[src/rtl/vmem_fill_engine_if.sv]
// Write-side bus of the video memory fill engine: fill commands, single CPU
// writes, and the registered memory write port with status pulses.
interface vmem_fill_engine_if #(
  parameter int COL_BITS = 7,
  parameter int ROW_BITS = 6,
  parameter int PIX_W    = 15
);
  logic                         cmd_valid;
  logic                         cmd_ready;
  logic [COL_BITS-1:0]          cmd_x;
  logic [ROW_BITS-1:0]          cmd_y;
  logic [COL_BITS:0]            cmd_w;
  logic [ROW_BITS:0]            cmd_h;
  logic [PIX_W-1:0]             cmd_color;
  logic                         wr_valid;
  logic                         wr_ready;
  logic [ROW_BITS+COL_BITS-1:0] wr_addr;
  logic [PIX_W-1:0]             wr_data;
  logic [31:0]                  mem_waddr;
  logic [31:0]                  mem_wdata;
  logic                         mem_web;
  logic                         busy;
  logic                         done;
  logic                         err;

  // Engine side: masters the memory write port.
  modport master (
    input  cmd_valid, cmd_x, cmd_y, cmd_w, cmd_h, cmd_color,
    input  wr_valid, wr_addr, wr_data,
    output cmd_ready, wr_ready,
    output mem_waddr, mem_wdata, mem_web, busy, done, err
  );

  modport slave (
    output cmd_valid, cmd_x, cmd_y, cmd_w, cmd_h, cmd_color,
    output wr_valid, wr_addr, wr_data,
    input  cmd_ready, wr_ready,
    input  mem_waddr, mem_wdata, mem_web, busy, done, err
  );
endinterface

[src/rtl/vmem_fill_engine.sv]
// Rectangle-fill / single-write engine driving the video memory write port,
// one registered write per clock in row-major order.
module vmem_fill_engine #(
  parameter int COL_BITS = 7,
  parameter int ROW_BITS = 6,
  parameter int PIX_W    = 15
) (
  input logic              clkb,
  input logic              rst_n,
  vmem_fill_engine_if.master bus
);

  localparam int AW = COL_BITS + ROW_BITS;
  localparam int CW = ((COL_BITS > ROW_BITS) ? COL_BITS : ROW_BITS) + 2;

  typedef enum logic {IDLE, FILL} state_t;

  state_t              state_q, state_d;
  logic [COL_BITS-1:0] x0_q, x0_d, xend_q, xend_d, col_q, col_d;
  logic [ROW_BITS-1:0] yend_q, yend_d, row_q, row_d;
  logic [PIX_W-1:0]    color_q, color_d;
  logic [AW-1:0]       waddr_p1, waddr_d;
  logic [PIX_W-1:0]    wdata_p1, wdata_d;
  logic                vld_p1, vld_d;
  logic                done_q, done_d, err_q, err_d;
  logic [CW-1:0]       x_sum, y_sum;
  logic                cmd_ok, last_col, last_cell;

  // Bounds are checked with headroom so x+w and y+h cannot wrap.
  assign x_sum  = CW'(bus.cmd_x) + CW'(bus.cmd_w);
  assign y_sum  = CW'(bus.cmd_y) + CW'(bus.cmd_h);
  assign cmd_ok = (bus.cmd_w != '0) && (bus.cmd_h != '0) &&
                  (x_sum <= CW'(1 << COL_BITS)) && (y_sum <= CW'(1 << ROW_BITS));

  assign last_col  = (col_q == xend_q);
  assign last_cell = last_col && (row_q == yend_q);

  always_comb begin
    state_d       = state_q;
    x0_d          = x0_q;
    xend_d        = xend_q;
    yend_d        = yend_q;
    col_d         = col_q;
    row_d         = row_q;
    color_d       = color_q;
    waddr_d       = waddr_p1;
    wdata_d       = wdata_p1;
    vld_d         = 1'b0;
    done_d        = 1'b0;
    err_d         = 1'b0;
    bus.cmd_ready = 1'b0;
    bus.wr_ready  = 1'b0;
    bus.busy      = 1'b0;
    case (state_q)
      IDLE: begin
        bus.cmd_ready = 1'b1;
        bus.wr_ready  = !bus.cmd_valid;
        if (bus.cmd_valid) begin
          if (cmd_ok) begin
            // End coordinates use modular width, so a full-span w/h (MSB set,
            // low bits zero, start 0) still yields the last column/row.
            state_d = FILL;
            x0_d    = bus.cmd_x;
            xend_d  = bus.cmd_x + bus.cmd_w[COL_BITS-1:0] - COL_BITS'(1);
            yend_d  = bus.cmd_y + bus.cmd_h[ROW_BITS-1:0] - ROW_BITS'(1);
            col_d   = bus.cmd_x;
            row_d   = bus.cmd_y;
            color_d = bus.cmd_color;
            vld_d   = 1'b1;
            waddr_d = {bus.cmd_y, bus.cmd_x};
            wdata_d = bus.cmd_color;
          end else begin
            err_d = 1'b1;
          end
        end else if (bus.wr_valid) begin
          vld_d   = 1'b1;
          waddr_d = bus.wr_addr;
          wdata_d = bus.wr_data;
        end
      end
      FILL: begin
        bus.busy = 1'b1;
        if (last_cell) begin
          state_d = IDLE;
          done_d  = 1'b1;
        end else begin
          if (last_col) begin
            col_d = x0_q;
            row_d = row_q + ROW_BITS'(1);
          end else begin
            col_d = col_q + COL_BITS'(1);
          end
          vld_d   = 1'b1;
          waddr_d = {row_d, col_d};
          wdata_d = color_q;
        end
      end
      default: state_d = IDLE;
    endcase
  end

  always_ff @(posedge clkb or negedge rst_n) begin
    if (!rst_n) state_q <= IDLE;
    else        state_q <= state_d;
  end

  always_ff @(posedge clkb or negedge rst_n) begin
    if (!rst_n) begin
      x0_q     <= '0;
      xend_q   <= '0;
      yend_q   <= '0;
      col_q    <= '0;
      row_q    <= '0;
      color_q  <= '0;
      waddr_p1 <= '0;
      wdata_p1 <= '0;
      vld_p1   <= 1'b0;
      done_q   <= 1'b0;
      err_q    <= 1'b0;
    end else begin
      x0_q     <= x0_d;
      xend_q   <= xend_d;
      yend_q   <= yend_d;
      col_q    <= col_d;
      row_q    <= row_d;
      color_q  <= color_d;
      waddr_p1 <= waddr_d;
      wdata_p1 <= wdata_d;
      vld_p1   <= vld_d;
      done_q   <= done_d;
      err_q    <= err_d;
    end
  end

  // Stage p1: registered memory write port.
  assign bus.mem_waddr = 32'(waddr_p1);
  assign bus.mem_wdata = 32'(wdata_p1);
  assign bus.mem_web   = vld_p1;
  assign bus.done      = done_q;
  assign bus.err       = err_q;

endmodule

[src/flat_wrapper.sv]
// flat-port wrapper written by rule: the top's interface ports become plain ports
module vmem_fill_engine_flat 
#(
  parameter int COL_BITS = 7,
  parameter int ROW_BITS = 6,
  parameter int PIX_W    = 15
)
  (clkb, rst_n, bus_cmd_valid, bus_cmd_x, bus_cmd_y, bus_cmd_w, bus_cmd_h, bus_cmd_color, bus_wr_valid, bus_wr_addr, bus_wr_data, bus_cmd_ready, bus_wr_ready, bus_mem_waddr, bus_mem_wdata, bus_mem_web, bus_busy, bus_done, bus_err);
  vmem_fill_engine_if #(.COL_BITS(COL_BITS), .ROW_BITS(ROW_BITS), .PIX_W(PIX_W)) bus_i ();
  input logic clkb;
  input logic rst_n;
  input wire logic [$bits(bus_i.cmd_valid)-1:0] bus_cmd_valid;
  input wire logic [$bits(bus_i.cmd_x)-1:0] bus_cmd_x;
  input wire logic [$bits(bus_i.cmd_y)-1:0] bus_cmd_y;
  input wire logic [$bits(bus_i.cmd_w)-1:0] bus_cmd_w;
  input wire logic [$bits(bus_i.cmd_h)-1:0] bus_cmd_h;
  input wire logic [$bits(bus_i.cmd_color)-1:0] bus_cmd_color;
  input wire logic [$bits(bus_i.wr_valid)-1:0] bus_wr_valid;
  input wire logic [$bits(bus_i.wr_addr)-1:0] bus_wr_addr;
  input wire logic [$bits(bus_i.wr_data)-1:0] bus_wr_data;
  output wire logic [$bits(bus_i.cmd_ready)-1:0] bus_cmd_ready;
  output wire logic [$bits(bus_i.wr_ready)-1:0] bus_wr_ready;
  output wire logic [$bits(bus_i.mem_waddr)-1:0] bus_mem_waddr;
  output wire logic [$bits(bus_i.mem_wdata)-1:0] bus_mem_wdata;
  output wire logic [$bits(bus_i.mem_web)-1:0] bus_mem_web;
  output wire logic [$bits(bus_i.busy)-1:0] bus_busy;
  output wire logic [$bits(bus_i.done)-1:0] bus_done;
  output wire logic [$bits(bus_i.err)-1:0] bus_err;
  assign bus_i.cmd_valid = bus_cmd_valid;
  assign bus_i.cmd_x = bus_cmd_x;
  assign bus_i.cmd_y = bus_cmd_y;
  assign bus_i.cmd_w = bus_cmd_w;
  assign bus_i.cmd_h = bus_cmd_h;
  assign bus_i.cmd_color = bus_cmd_color;
  assign bus_i.wr_valid = bus_wr_valid;
  assign bus_i.wr_addr = bus_wr_addr;
  assign bus_i.wr_data = bus_wr_data;
  assign bus_cmd_ready = bus_i.cmd_ready;
  assign bus_wr_ready = bus_i.wr_ready;
  assign bus_mem_waddr = bus_i.mem_waddr;
  assign bus_mem_wdata = bus_i.mem_wdata;
  assign bus_mem_web = bus_i.mem_web;
  assign bus_busy = bus_i.busy;
  assign bus_done = bus_i.done;
  assign bus_err = bus_i.err;
  vmem_fill_engine #(.COL_BITS(COL_BITS), .ROW_BITS(ROW_BITS), .PIX_W(PIX_W)) u_core (.clkb(clkb), .rst_n(rst_n), .bus(bus_i));
endmodule
[config.mk]
export PLATFORM = sky130hd
export DESIGN_NAME = vmem_fill_engine_flat
export DESIGN_NICKNAME = d
export VERILOG_FILES = /design/src/rtl/vmem_fill_engine_if.sv /design/src/rtl/vmem_fill_engine.sv /design/src/flat_wrapper.sv
export SDC_FILE = /design/constraint.sdc
export NUM_CORES = 1
export LEC_CHECK = 0
export ABC_AREA = 1
export BUFFER_PORTS_ARGS = -buffer_cell sky130_fd_sc_hd__buf_2
export CAP_MARGIN = 20
export CORE_MARGIN = 10
export CORE_UTILIZATION = 54
export DETAILED_ROUTE_END_ITERATION = 6
export PLACE_DENSITY_LB_ADDON = 0.1
export SLEW_MARGIN = 20
export SYNTH_ARGS = -nofsm -noshare
export SYNTH_HDL_FRONTEND = slang
export SYNTH_SLANG_ARGS = --single-unit
[constraint.sdc]
create_clock -name clkb -period 2.3 [get_ports clkb]
set_input_delay 0.345 -clock clkb [delete_from_list [all_inputs] [get_ports clkb]]
set_output_delay 0.345 -clock clkb [all_outputs]
set_load 0.02 [all_outputs]
==> results of run 1 <==
==> per-layer routing <==
metal	share of wire	global-route usage	vias up
met5	0	0	-
met2	0.44	0.3209	204
li1	-	-	2704
met4	0.011	0.05822	0
met3	0.091	0.04695	10
met1	0.45	0.2749	2412
==> area by class of cell <==
cell class / count / share of cell area
multi-input combinational: 579 / 0.4485
sequential: 80 / 0.2960
timing repair buffer: 155 / 0.1402
inverter: 100 / 0.05550
tap: 136 / 0.02516
clock buffer: 10 / 0.01887
clock inverter: 5 / 0.01573
==> worst max-delay path, cell delays in order <==
cell,delay (ns)
buf_2,0.11
ha_1,0.21
fa_1,0.42
or2_1,0.22
nor2_1,0.10
nand3_1,0.08
nor2_1,0.10
nand3_1,0.08
nand2_1,0.13
nand3_1,0.10
nand2_2,0.11
nand2_2,0.08
buf_12,0.16
nand2_1,0.08
nand2_1,0.05
==> worst paths after layout <==
kind	startpoint	slack [ns]	cells past startpoint	endpoint
worst max-delay path	bus_cmd_w[0]	0.18	15	u_core.waddr_p1[12]
worst min-delay path	bus_cmd_color[6]	0.25	3	u_core.color_q[6]
worst max register to register	u_core.col_q[2]	0.29	9	u_core.col_q[1]
worst min register to register	u_core.wdata_p1[12]	0.48	2	u_core.wdata_p1[12]
max in group asynchronous	rst_n	1.09	3	u_core.row_q[0]
min in group asynchronous	rst_n	0.52	2	u_core.bus.mem_web
==> placed cells by master (no fill, tap or decap), types with 2 or more instances in the layout <==
master	synthesis	layout
conb_1	1	36
nor2_1	26	25
o21ai_0	31	31
a21oi_1	11	11
xor2_1	16	16
inv_1	97	97
fa_1	4	4
xnor2_1	10	10
buf_12	0	4
nand2_2	2	3
or2_1	3	3
o22ai_1	2	2
nand3_1	73	73
nand2_1	266	265
nand4_1	7	7
buf_2	11	107
o211ai_1	17	17
a22oi_1	11	11
dfrtp_1	80	80
o21ai_1	22	22
clkbuf_8	0	9
buf_4	40	43
bufinv_16	0	3
inv_2	1	2
ha_1	35	35
==> power groups by stage <==
stage          sequential [uW]  combinational [uW]  clock, uW
3_5_place_dp              2570                3390          0
4_1_cts                   2550                3400       1250
3_3_place_gp              2550                3300          0
2_1_floorplan             2760                2240          0
5_1_grt                   2650                3870       1310
6_report                  2550                3380       1220
==> repair_timing <==
item                                    4_1_cts  5_1_grt
hold buffers                                  1        0
resized for setup                             0        2
hold endpoints to repair                     29        0
endpoints found under the setup margin        0       16
buffers inserted                              0        0
==> through the flow <==
| step | std cells | setup WS [ns] | utilization | TNS (ns) |
|---|---|---|---|---|
| after global placement | 1049 | -0.1948 | 0.6284 | -12.41 |
| after global routing | 1065 | 0.02268 | 0.6521 | 0 |
| final | 1065 | 0.1793 | 0.6521 | 0 |
| after detailed placement | 1049 | -0.2357 | 0.6284 | -15.86 |
| after CTS | 1065 | 0.1538 | 0.6519 | 0 |
| after floorplan | 829 | 0.06821 | - | 0 |
==> state kept, by name, indices dropped and copies added (netlist names), 6 cells and up <==
| signal | flops |
|---|---|
| u_core.yend_q | 6 |
| u_core.waddr_p1 | 13 |
| u_core.xend_q | 7 |
| u_core.wdata_p1 | 15 |
| u_core.col_q | 7 |
| u_core.x0_q | 7 |
| u_core.row_q | 6 |
| u_core.color_q | 15 |
==> kinds of logic after synthesis <==
| logic type | after synthesis |
|---|---|
| and+or+nand+nor | 382 |
| buffers and inverters | 170 |
| AOI/OAI and AO/OA | 96 |
| DFF | 80 |
| adders and majority gates | 39 |
| xor gates and xnor gates | 26 |
| other | 1 |
==> results.cfg, run 1 <==
[status]
outcome = completed

[synth]
synth_commonest_cells = 266 x nand2_1, 97 x inv_1, 80 x dfrtp_1, 73 x nand3_1, 40 x buf_4
yosysUniqueCellTypes = 34
synth_area_leaders = dfrtp_1 35%, nand2_1 17%, ha_1 7.6%
synth_area_sq_um = 5753
synth_seq_cells = 80
synth-adder-area-share = 0.09004
synth_compound_gate_area_share = 0.09722
yosys-mux-area-fraction = 0
ys_warn_count = 0
synth_edf_count = 0
synth_top_family_by_area = simple AND/OR/NAND/NOR gates
synthCells = 794
synth_xor_area_frac = 0.03958
synth_area_leader_cell = dfrtp_1
synthFlopType = dfrtp_1
synth_top_area_share = 0.3480
postSynthAreaPerCell_sq_um = 7.246
ys_seq_area_frac = 0.3480
synth-async-reset-ratio = 1.000
synth_simple_gate_area_frac = 0.2745
yosysMostFrequentCell = nand2_1

[hold_path]
min_path_type = input pin to register

[timing]
finalHoldViolCount = 0
worstMarginPinSlew_ns = 0.5953
fmax_mhz = 471.6
setup_viol = 0
period_share = 0.9220
skew_ns = 0.009877
relSlewSlack = 0.6031
whs_ns = 0.2462
min_period_ns = 2.121
rsz0062_at_grt = false
drv_slew = 0

[global_routing]
grt_pass1_wl_mm = 25.36
antenna_found_initial = 0
grt_pass1_vias = 5327
grt_overflow = 0
grt_use_total = 0.2039
grt_max_degree = 52

[placement]
dp_hpwl_mm = 11.71
port_buffers = 108
gp_congestion = 0.9351
placed_area_sq_um = 6516

[setup_path]
critical_path_class = input pin to register
path_max_fanout = 29
cp-end-kind = register
worst_ep_required_time_ns = 2.55
cp.arrival_ns = 2.37
crit_path_start_kind = input pin

[run]
cap_violations = 0

[pwr]
p_per_area_nw_per_um2 = 1058
power_frac_clock = 0.171
ir_drop_mv = 0.7652
p_total_uw = 7158
combPwrFrac = 0.472
p_switching_uw = 3033
power_frac_seq = 0.357
switching_share = 0.4237
p_int_uw = 4125
p_leak_uw = 0.003882

[floorplanning]
die_h_microns = 123.2
die_x_microns = 123.2
coreArea_sq_um = 10370
start_util = 0.5548
rows = 37
io_pins = 145
floorplan.die_area_sq_um = 15180

[route]
drtIter0Drc = 429
drc = 0
drt_wl_total_mm = 15.18
wire_per_inst_microns = 14.25
vias = 5330
antenna_left = 0
first_pass_iters = 5
post_drt_via_cell_ratio = 5.005

[finish]
regArea_sq_um = 2002
nFillCells = 962
area_growth_pct = 17.55
design_area_sq_um = 6763
n_antenna_cell = 0
nets = 1039
drive_gt1_frac = 0.1905
multi_input_area_sq_um = 3033

[clock_tree]
cts_buffers = 9
cts_root_buf = clkbuf_8
clock_latency_ns = 0.36
htreeDepth = 3
clk_pin_slew_ns = 0.08
cts.path.max_buffers = 2
cts_tree = built
cts.sinks = 80
No activity file was read; power rests on OpenSTA's default activity.
==> inputs of run 2 (changes only) <==
--- a/config.mk
+++ b/config.mk
@@ -12,6 +12,7 @@
 export CORE_UTILIZATION = 54
 export DETAILED_ROUTE_END_ITERATION = 6
 export PLACE_DENSITY_LB_ADDON = 0.1
+export REMOVE_ABC_BUFFERS = 1
 export SLEW_MARGIN = 20
 export SYNTH_ARGS = -nofsm -noshare
 export SYNTH_HDL_FRONTEND = slang
==> run 2 against run 1 <==
  * Final area up 5.8%
  * Utilization up 3.8 points
  * Cell count up 0.75%
  * Sequential power up 2%
  * Combinational power up 6.8%
  * Largest power group unchanged
  * Highest routed layer unchanged
==> results.cfg, run 2 (synthesis gave the netlist of run 1 again) <==
[pwr]
p_total_uw = 7285
ir_drop_mv = 0.4710
p_leak_uw = 0.004011
p_per_area_nw_per_um2 = 1018

[global_routing]
antenna_found_initial = 0
grt_use_total = 0.1924
grt_pass1_vias = 4994
grt_overflow = 0
grt_max_degree = 54
grt_pass1_wl_mm = 23.74

[timing]
layout_setup_ws_ns = 0.03273
finalHoldViolCount = 0
period_share = 0.9858
drv_slew = 0
rsz0062_at_grt = true
whs_ns = 0.2316
worstMarginPinSlew_ns = 0.6431
relSlewSlack = 0.5708
setup_viol = 0
fmax_mhz = 441.1
min_period_ns = 2.267
skew_ns = 0.006132

[finish]
layout_common_cells = 245 x nand2_1, 105 x buf_2, 97 x inv_1
nFillCells = 889
area_growth_pct = 24.40
drive_gt1_frac = 0.2412
nets = 1046
design_area_sq_um = 7157
final_cells = 1073
mostFrequentLayoutCell = nand2_1
top_regs = u_core.color_q: 15 flops, u_core.wdata_p1: 15 flops, u_core.waddr_p1: 13 flops
n_antenna_cell = 0

[route]
first_pass_iters = 5
antenna_left = 0
drt_wl_total_mm = 15.93
drc = 0
wire_per_inst_microns = 14.85
vias = 5472
drtIter0Drc = 338
post_drt_via_cell_ratio = 5.100

[floorplanning]
start_util = 0.5548
rows = 37
floorplan.die_area_sq_um = 15180
io_pins = 145
die_h_microns = 123.2
die_x_microns = 123.2
coreArea_sq_um = 10370

[setup_path]
cp-end-kind = register
cp.arrival_ns = 2.52
crit_path_start_kind = input pin
path_max_fanout = 11
critical_path_class = input pin to register
worst_ep_required_time_ns = 2.55

[placement]
dp_slack_ns = -0.3204
port_buffers = 108
gp_congestion = 0.8500
dp_hpwl_mm = 11.25
placed_area_sq_um = 6471
dp.cells = 1043

[clock_tree]
clock_latency_ns = 0.36
cts_root_buf = clkbuf_8
cts.sinks = 80
htreeDepth = 3
cts.path.max_buffers = 2
cts_buffers = 9
clk_pin_slew_ns = 0.08
cts_tree = built

[run]
cap_violations = 0

[hold_path]
min_path_type = input pin to register

[status]
outcome = completed
==> run 2: path summary, 6_finish.rpt <==
kind	to	slack (ns)	startpoint	cells after the start
worst min register to register	u_core.waddr_p1[7]	0.47	u_core.waddr_p1[7]	2
worst max register to register	u_core.waddr_p1[4]	0.19	u_core.col_q[4]	11
max in group asynchronous	u_core.yend_q[2]	1.26	rst_n	3
min in group asynchronous	u_core.wdata_p1[5]	0.43	rst_n	2
worst min-delay path	u_core.color_q[13]	0.23	bus_cmd_color[13]	3
worst max-delay path	u_core.x0_q[6]	0.03	bus_cmd_w[0]	15
==> run 2: worst max-delay path: stages <==
cell and delay [ns]:
buf_6 0.10, ha_4 0.15, fa_1 0.41, or2_1 0.22
nor2_1 0.09, nand3_1 0.09, nor2_2 0.16, nand3_2 0.09
nand2_2 0.10, buf_6 0.10, nand4_4 0.15, buf_12 0.21
clkbuf_16 0.17, nand2_1 0.06, o21ai_1 0.06
==> run 2: metal layers <==
layer  share of wire  vias to the layer above  track usage
met2            0.45                      217       0.3019
met1            0.44                     2519       0.2503
li1                -                     2718            -
met3           0.092                       18      0.04923
met4           0.013                        0      0.07278
met5               0                        -            0
==> run 2: power breakdown <==
| group | switching, uW | total (uW) | internal, uW |
|---|---|---|---|
| registers | 527 | 2600 | 2070 |
| logic | 2150 | 3610 | 1470 |
| clock network | 520 | 1080 | 556 |
| total | 3190 | 7280 | 4090 |
==> run 2: what timing repair did <==
item | in CTS | in global routing
setup buffers | 0 | 3
hold buffers | 1 | 0
endpoints found under the setup margin | 0 | 76
endpoints found under the hold margin | 27 | 0
resized for setup | 0 | 74
==> run 2: area by class of cell <==
cell class                      count  area (sq um)  area share
Clock buffer                       11         151.4     0.02115
Tap cell                          136         170.2     0.02378
Clock inverter                      5         55.05    0.007692
Timing Repair Buffer              161          1176      0.1643
Sequential cell                    80          2002      0.2797
Multi-Input combinational cell    580          3227      0.4509
Inverter                          100         375.4     0.05245
==> run 2: per-stage QoR <==
stage                       util  setup TNS [ns]
final                     0.6902               0
after global routing      0.6902          -1.123
after CTS                 0.6449               0
after detailed placement  0.6240          -21.68
after global placement    0.6240          -18.75
after floorplan                -          -77.04
